### src/rtl/seg7_pkg.sv
// Constants shared by the seven-segment scanner: blank code, hex glyph table, slot state.
// Pure declarations; no logic.
package seg7_pkg;

  localparam logic [7:0] SEG_BLANK = 8'hFF;

  // Active-low a..g glyphs for 0..F, decimal point excluded.
  localparam logic [6:0] HEX_SEG [16] = '{
    7'h40, 7'h79, 7'h24, 7'h30, 7'h19, 7'h12, 7'h02, 7'h78,
    7'h00, 7'h10, 7'h08, 7'h03, 7'h46, 7'h21, 7'h06, 7'h0E
  };

  typedef enum logic {ST_BLANK, ST_SHOW} state_t;

endpackage

### src/rtl/seg7_scan_if.sv
// Load bus into the scanner and the digit-select/segment outputs back out.
// No backpressure: load is a fire-and-forget strobe.
interface seg7_scan_if;
  logic        load;
  logic [31:0] data;
  logic [7:0]  dp_en;
  logic [7:0]  digit_en;
  logic [2:0]  sel;
  logic [7:0]  seg;
  logic        frame_tick;

  modport master (output load, data, dp_en, digit_en, input sel, seg, frame_tick);
  modport slave  (input load, data, dp_en, digit_en, output sel, seg, frame_tick);
endinterface

### src/rtl/hex_to_seg7.sv
// Hex nibble to active-low seven-segment glyph (a..g); combinational, zero latency.
module hex_to_seg7
  import seg7_pkg::*;
(
  input  logic [3:0] i_nib,
  output logic [6:0] o_seg
);
  assign o_seg = HEX_SEG[i_nib];
endmodule

### src/rtl/seg7_scan.sv
// 8-digit multiplexed seven-segment scanner with per-slot blanking and frame-aligned data swap.
// Outputs registered; load is always accepted, display follows at the next frame boundary.
module seg7_scan
  import seg7_pkg::*;
#(
  parameter int CLK_DIV      = 50000,
  parameter int BLANK_CYCLES = 16
) (
  input logic        clk,
  input logic        rst_n,
  seg7_scan_if.slave bus
);
  localparam int            CW       = (CLK_DIV > 1) ? $clog2(CLK_DIV) : 1;
  localparam logic [CW-1:0] CNT_LAST = CW'(CLK_DIV - 1);
  localparam logic [CW-1:0] CNT_SHOW = CW'(BLANK_CYCLES);

  if (BLANK_CYCLES < 1 || CLK_DIV < BLANK_CYCLES + 1) begin : g_param_chk
    $error("seg7_scan: need BLANK_CYCLES >= 1 and CLK_DIV >= BLANK_CYCLES + 1");
  end

  state_t        r_state;
  logic [CW-1:0] r_cnt;
  logic [2:0]    r_sel;
  logic [7:0]    r_seg;
  logic          r_frame_tick;
  logic [31:0]   r_pend_data;
  logic [7:0]    r_pend_dp;
  logic [7:0]    r_pend_en;
  logic          r_pend_vld;
  logic [31:0]   r_shd_data;
  logic [7:0]    r_shd_dp;
  logic [7:0]    r_shd_en;

  logic          w_slot_end;
  logic          w_frame_end;
  logic [CW-1:0] w_cnt_nxt;
  logic [3:0]    w_nib;
  logic [6:0]    w_glyph;
  logic [7:0]    w_show_seg;

  assign w_slot_end  = (r_cnt == CNT_LAST);
  assign w_frame_end = w_slot_end && (r_sel == 3'd7);
  assign w_cnt_nxt   = w_slot_end ? '0 : r_cnt + CW'(1);
  assign w_nib       = r_shd_data[{r_sel, 2'b00} +: 4];

  hex_to_seg7 u_hex (
    .i_nib (w_nib),
    .o_seg (w_glyph)
  );

  assign w_show_seg = r_shd_en[r_sel] ? {~r_shd_dp[r_sel], w_glyph} : SEG_BLANK;

  // seg is latched once on entering SHOW and held, so it cannot glitch mid-slot.
  always_ff @(posedge clk or negedge rst_n) begin
    if (!rst_n) begin
      r_state      <= ST_BLANK;
      r_cnt        <= '0;
      r_sel        <= 3'd0;
      r_seg        <= SEG_BLANK;
      r_frame_tick <= 1'b0;
    end else begin
      r_cnt        <= w_cnt_nxt;
      r_frame_tick <= w_frame_end;
      if (w_slot_end) r_sel <= r_sel + 3'd1;
      case (r_state)
        ST_BLANK: begin
          if (w_cnt_nxt >= CNT_SHOW) begin
            r_state <= ST_SHOW;
            r_seg   <= w_show_seg;
          end
        end
        ST_SHOW: begin
          if (w_slot_end) begin
            r_state <= ST_BLANK;
            r_seg   <= SEG_BLANK;
          end
        end
      endcase
    end
  end

  // A load in the boundary cycle bypasses pending so it lands in the frame starting now.
  always_ff @(posedge clk or negedge rst_n) begin
    if (!rst_n) begin
      r_pend_data <= '0;
      r_pend_dp   <= '0;
      r_pend_en   <= '0;
      r_pend_vld  <= 1'b0;
      r_shd_data  <= '0;
      r_shd_dp    <= '0;
      r_shd_en    <= 8'hFF;
    end else begin
      if (bus.load) begin
        r_pend_data <= bus.data;
        r_pend_dp   <= bus.dp_en;
        r_pend_en   <= bus.digit_en;
      end
      if (w_frame_end) begin
        r_pend_vld <= 1'b0;
        if (bus.load) begin
          r_shd_data <= bus.data;
          r_shd_dp   <= bus.dp_en;
          r_shd_en   <= bus.digit_en;
        end else if (r_pend_vld) begin
          r_shd_data <= r_pend_data;
          r_shd_dp   <= r_pend_dp;
          r_shd_en   <= r_pend_en;
        end
      end else if (bus.load) begin
        r_pend_vld <= 1'b1;
      end
    end
  end

  assign bus.sel        = r_sel;
  assign bus.seg        = r_seg;
  assign bus.frame_tick = r_frame_tick;

endmodule

### src/flat_wrapper.sv
// flat-port wrapper written by rule: the top's interface ports become plain ports
module seg7_scan_flat import seg7_pkg::*;
#(
  parameter int CLK_DIV      = 50000,
  parameter int BLANK_CYCLES = 16
)
  (clk, rst_n, bus_load, bus_data, bus_dp_en, bus_digit_en, bus_sel, bus_seg, bus_frame_tick);
  seg7_scan_if bus_i ();
  input logic clk;
  input logic rst_n;
  input wire logic [$bits(bus_i.load)-1:0] bus_load;
  input wire logic [$bits(bus_i.data)-1:0] bus_data;
  input wire logic [$bits(bus_i.dp_en)-1:0] bus_dp_en;
  input wire logic [$bits(bus_i.digit_en)-1:0] bus_digit_en;
  output wire logic [$bits(bus_i.sel)-1:0] bus_sel;
  output wire logic [$bits(bus_i.seg)-1:0] bus_seg;
  output wire logic [$bits(bus_i.frame_tick)-1:0] bus_frame_tick;
  assign bus_i.load = bus_load;
  assign bus_i.data = bus_data;
  assign bus_i.dp_en = bus_dp_en;
  assign bus_i.digit_en = bus_digit_en;
  assign bus_sel = bus_i.sel;
  assign bus_seg = bus_i.seg;
  assign bus_frame_tick = bus_i.frame_tick;
  seg7_scan #(.CLK_DIV(CLK_DIV), .BLANK_CYCLES(BLANK_CYCLES)) u_core (.clk(clk), .rst_n(rst_n), .bus(bus_i));
endmodule
### config.mk
export PLATFORM = sky130hd
export DESIGN_NAME = seg7_scan_flat
export DESIGN_NICKNAME = d
export VERILOG_FILES = /design/src/rtl/seg7_pkg.sv /design/src/rtl/seg7_scan_if.sv /design/src/rtl/hex_to_seg7.sv /design/src/rtl/seg7_scan.sv /design/src/flat_wrapper.sv
export SDC_FILE = /design/constraint.sdc
export NUM_CORES = 1
export LEC_CHECK = 0
export CAP_MARGIN = 10
export CORE_MARGIN = 5
export CORE_UTILIZATION = 40
export CTS_CLUSTER_SIZE = 16
export DETAILED_ROUTE_END_ITERATION = 7
export DONT_BUFFER_PORTS = 1
export PLACE_DENSITY = 0.61
export SLEW_MARGIN = 10
export SYNTH_ARGS = -nofsm -noshare
export SYNTH_HDL_FRONTEND = slang
export SYNTH_SLANG_ARGS = --single-unit
### constraint.sdc
create_clock -name clk -period 3.8 [get_ports clk]
set_input_delay 0 -clock clk [delete_from_list [all_inputs] [get_ports clk]]
set_output_delay 0 -clock clk [all_outputs]
set_load 0.05 [all_outputs]
==> results.cfg <==
[critical_path]
cpPeakStageDelay_ns = 0.83
reg2reg_slack_ns = 0.88
worst_path_max_delay_cell = dfrtp_1
worst-path-buf-inv = 1
cp-end-kind = flip-flop
cp-start-kind = flip-flop
crit_type = flip-flop to flip-flop
cp.required_ns = 4.13
path_delay_family = multiplexers
worstPathArrival_ns = 3.25
critPathMaxFanout = 13
crit_chain = mux4_2, mux2i_1, inv_1, ha_1, nand2b_1, a21oi_1, a21o_1, o22a_1

[detailed_routing]
routedWlPerCell_um = 17.0
drtIter0Drc = 129
vias = 3286
postRouteAntennaNets = 0
viasPerCell = 5.12
dr.pass1.iters = 4
drt-total-wl_um = 10900
route.detailed.drc = 0

[timing]
max_freq_mhz = 343
period_share_pct = 76.8
drv_slew = 0
finalSetupViolations = 0
tns_ns = 0
tightest_slew_ns = 1.12
hold_ws_ns = 0.0780
period_minus_slack_ns = 2.92
clock_skew_ns = 0.0102
slew_headroom_pct = 25.0
finalHoldViolations = 0
grt_setup_unrepaired = no

[cts]
cts_max_level = 4
cts_root_buf = clkbuf_16
clockBufferDepth = 2
clock_sinks = 126
worst_skew_pair.late_latency_ns = 0.41
cts_setup_buffers = 0
numCtsBuffers = 17
cts_tree = done
clkTransAtPathRegs_ns = 0.06

[floorplan]
core.rowCount = 43
ios = 63
die_area_mm2 = 0.0166
die_x_um = 129
core-area_mm2 = 0.0139
initial_core_util_pct = 40.8
die_h_um = 129

[pwr]
pwr-share-seq_pct = 43.0
power.density_mw_per_mm2 = 466
leakage_uw = 0.00315
ir_drop_v = 0.000321
power.switching_uw = 655
switching_share_pct = 20.0
p_clk_share_pct = 52.1
p_comb_share_pct = 4.9
p_int_uw = 2620

[placed_design]
place_congestion = 0.792
hpwlAfterDp_um = 7230
place_area_mm2 = 0.00584
port_buffers = 0

[cells_and_area]
area_delta_synth_final_pct = 24.0
final_cell_mix = 110 x dfrtp_1, 81 x mux2_2, 50 x dlygate4sd3_1
nNetsFinal = 509
drive_gt1_share_pct = 37.2
layout_commonest_cell = dfrtp_1
antennaDiodeCount = 0
design_area_mm2 = 0.00702

[global_routing]
grt_util_all_layers_pct = 14.2
grt_pass1_wl_um = 18300
grt_max_degree = 127
grt_pass1_vias = 3585
antenna_found_initial = 0
gr-total-overflow = 0

[yosys]
ys_types = 42
synth_fp_nets = 450
syn_inst = 390
ys_seq_elements = 126
syn_area_mm2 = 0.00567
synth-seq-area-share_pct = 56.0
avgSynthCellArea_um2 = 14.5
yosys.area.top_type = dfrtp_1
yosys_warnings = 0
synth_top_area_share_pct = 48.6
ys_top_cells_by_area = dfrtp_1 49%, mux2_2 16%, dfstp_2 7.4%

[hold_path]
min_path_type = primary input to flip-flop

[run]
maxCapViolCount = 0

[outcome]
status = complete, no violations
-- cells in the mapped netlist, drive strengths merged --
master / instances
a21o: 2
a21oi: 5
a22o: 2
a31oi: 3
and2: 4
buf: 12
clkbuf: 5
dfrtp: 110
dfstp: 16
ha: 9
inv: 7
mux2: 101
mux2i: 6
mux4: 12
nand2: 12
nand2b: 4
nand3: 7
nand4: 7
nand4bb: 2
nor2: 22
nor3: 6
nor4bb: 1
o21ai: 4
o22a: 9
o2bb2ai: 1
o311ai: 2
o32a: 1
or3: 2
or4b: 1
xnor2: 5
xor2: 10
-- timing repair --
item,4_1_cts,5_1_grt
endpoints found under the hold margin,223,0
hold buffers,52,0
resized for setup,0,0
-- cell type report --
class	count	area (µm²)
tap	180	225
fill	1185	6860
inverter	7	26.3
clock inverter	9	158
multi-input combinational	240	2380
sequential	126	3170
clock buffer	23	468
timing repair buffer	57	593
-- cell families after synthesis --
kind of cell / synth area share (%)
buffers and inverters: 2.12
DFF: 56.0
AOI/OAI and AO/OA: 3.89
and+or+nand+nor: 6.47
adders and majority gates: 1.99
xor gates and xnor gates: 2.32
muxes: 27.2
-- through the flow --
stage | power, µW | cells | worst slack (ns) | util [%]
floorplan | 1500 | 390 | 0.982 | -
global placement | 1510 | 558 | 1.02 | 42.1
detailed placement | 1510 | 558 | 0.904 | 42.1
CTS | 3310 | 642 | 0.886 | 50.6
global route | 3390 | 642 | 0.624 | 50.6
finish | 3270 | 642 | 0.883 | 50.6
-- worst register-to-register path, cell delays in order (launching register included) --
cell and delay (ns):
dfrtp_1 0.83, mux4_2 0.60, mux2i_1 0.44, inv_1 0.16, ha_1 0.25, nand2b_1 0.12
a21oi_1 0.08, a21o_1 0.16, o22a_1 0.19
-- state kept, by name, summed over array words and instances, names as in the netlist --
name	cells
u_core.r_pend_data	32
u_core.bus.sel	3
u_core.r_cnt	16
u_core.r_shd_en	8
u_core.bus.frame_tick	1
u_core.bus.seg	8
u_core.r_pend_dp	8
u_core.r_state	1
u_core.r_pend_en	8
u_core.r_pend_vld	1
u_core.r_shd_data	32
u_core.r_shd_dp	8
-- power by group through the flow --
stage	clock, µW	combinational (µW)	sequential, µW
3_5_place_dp	0	79.4	1430
4_1_cts	1740	164	1410
3_3_place_gp	0	79.0	1430
2_1_floorplan	0	71.9	1420
6_report	1700	159	1410
5_1_grt	1800	177	1410
-- worst paths after layout --
check / start / end / cells past startpoint
setup / recovery: u_core.bus.sel[0] / u_core.bus.seg[6] / 8
hold / removal: bus_load / u_core.r_pend_data[18] / 2
setup reg to reg: u_core.bus.sel[0] / u_core.bus.seg[6] / 8
hold reg to reg: u_core.r_cnt[0] / u_core.r_cnt[0] / 1
max in group asynchronous: rst_n / u_core.r_pend_data[4] / 2
min in group asynchronous: rst_n / u_core.r_cnt[12] / 2
-- routing by layer --
metal	GRT usage, %	up-vias	share of wire, %
li1	-	1535	-
met1	19.1	1678	47
met2	21.3	57	46
met3	4.58	16	4.4
met4	6.11	0	2.1
met5	0	-	0
Power figures use the tool's default switching activity.
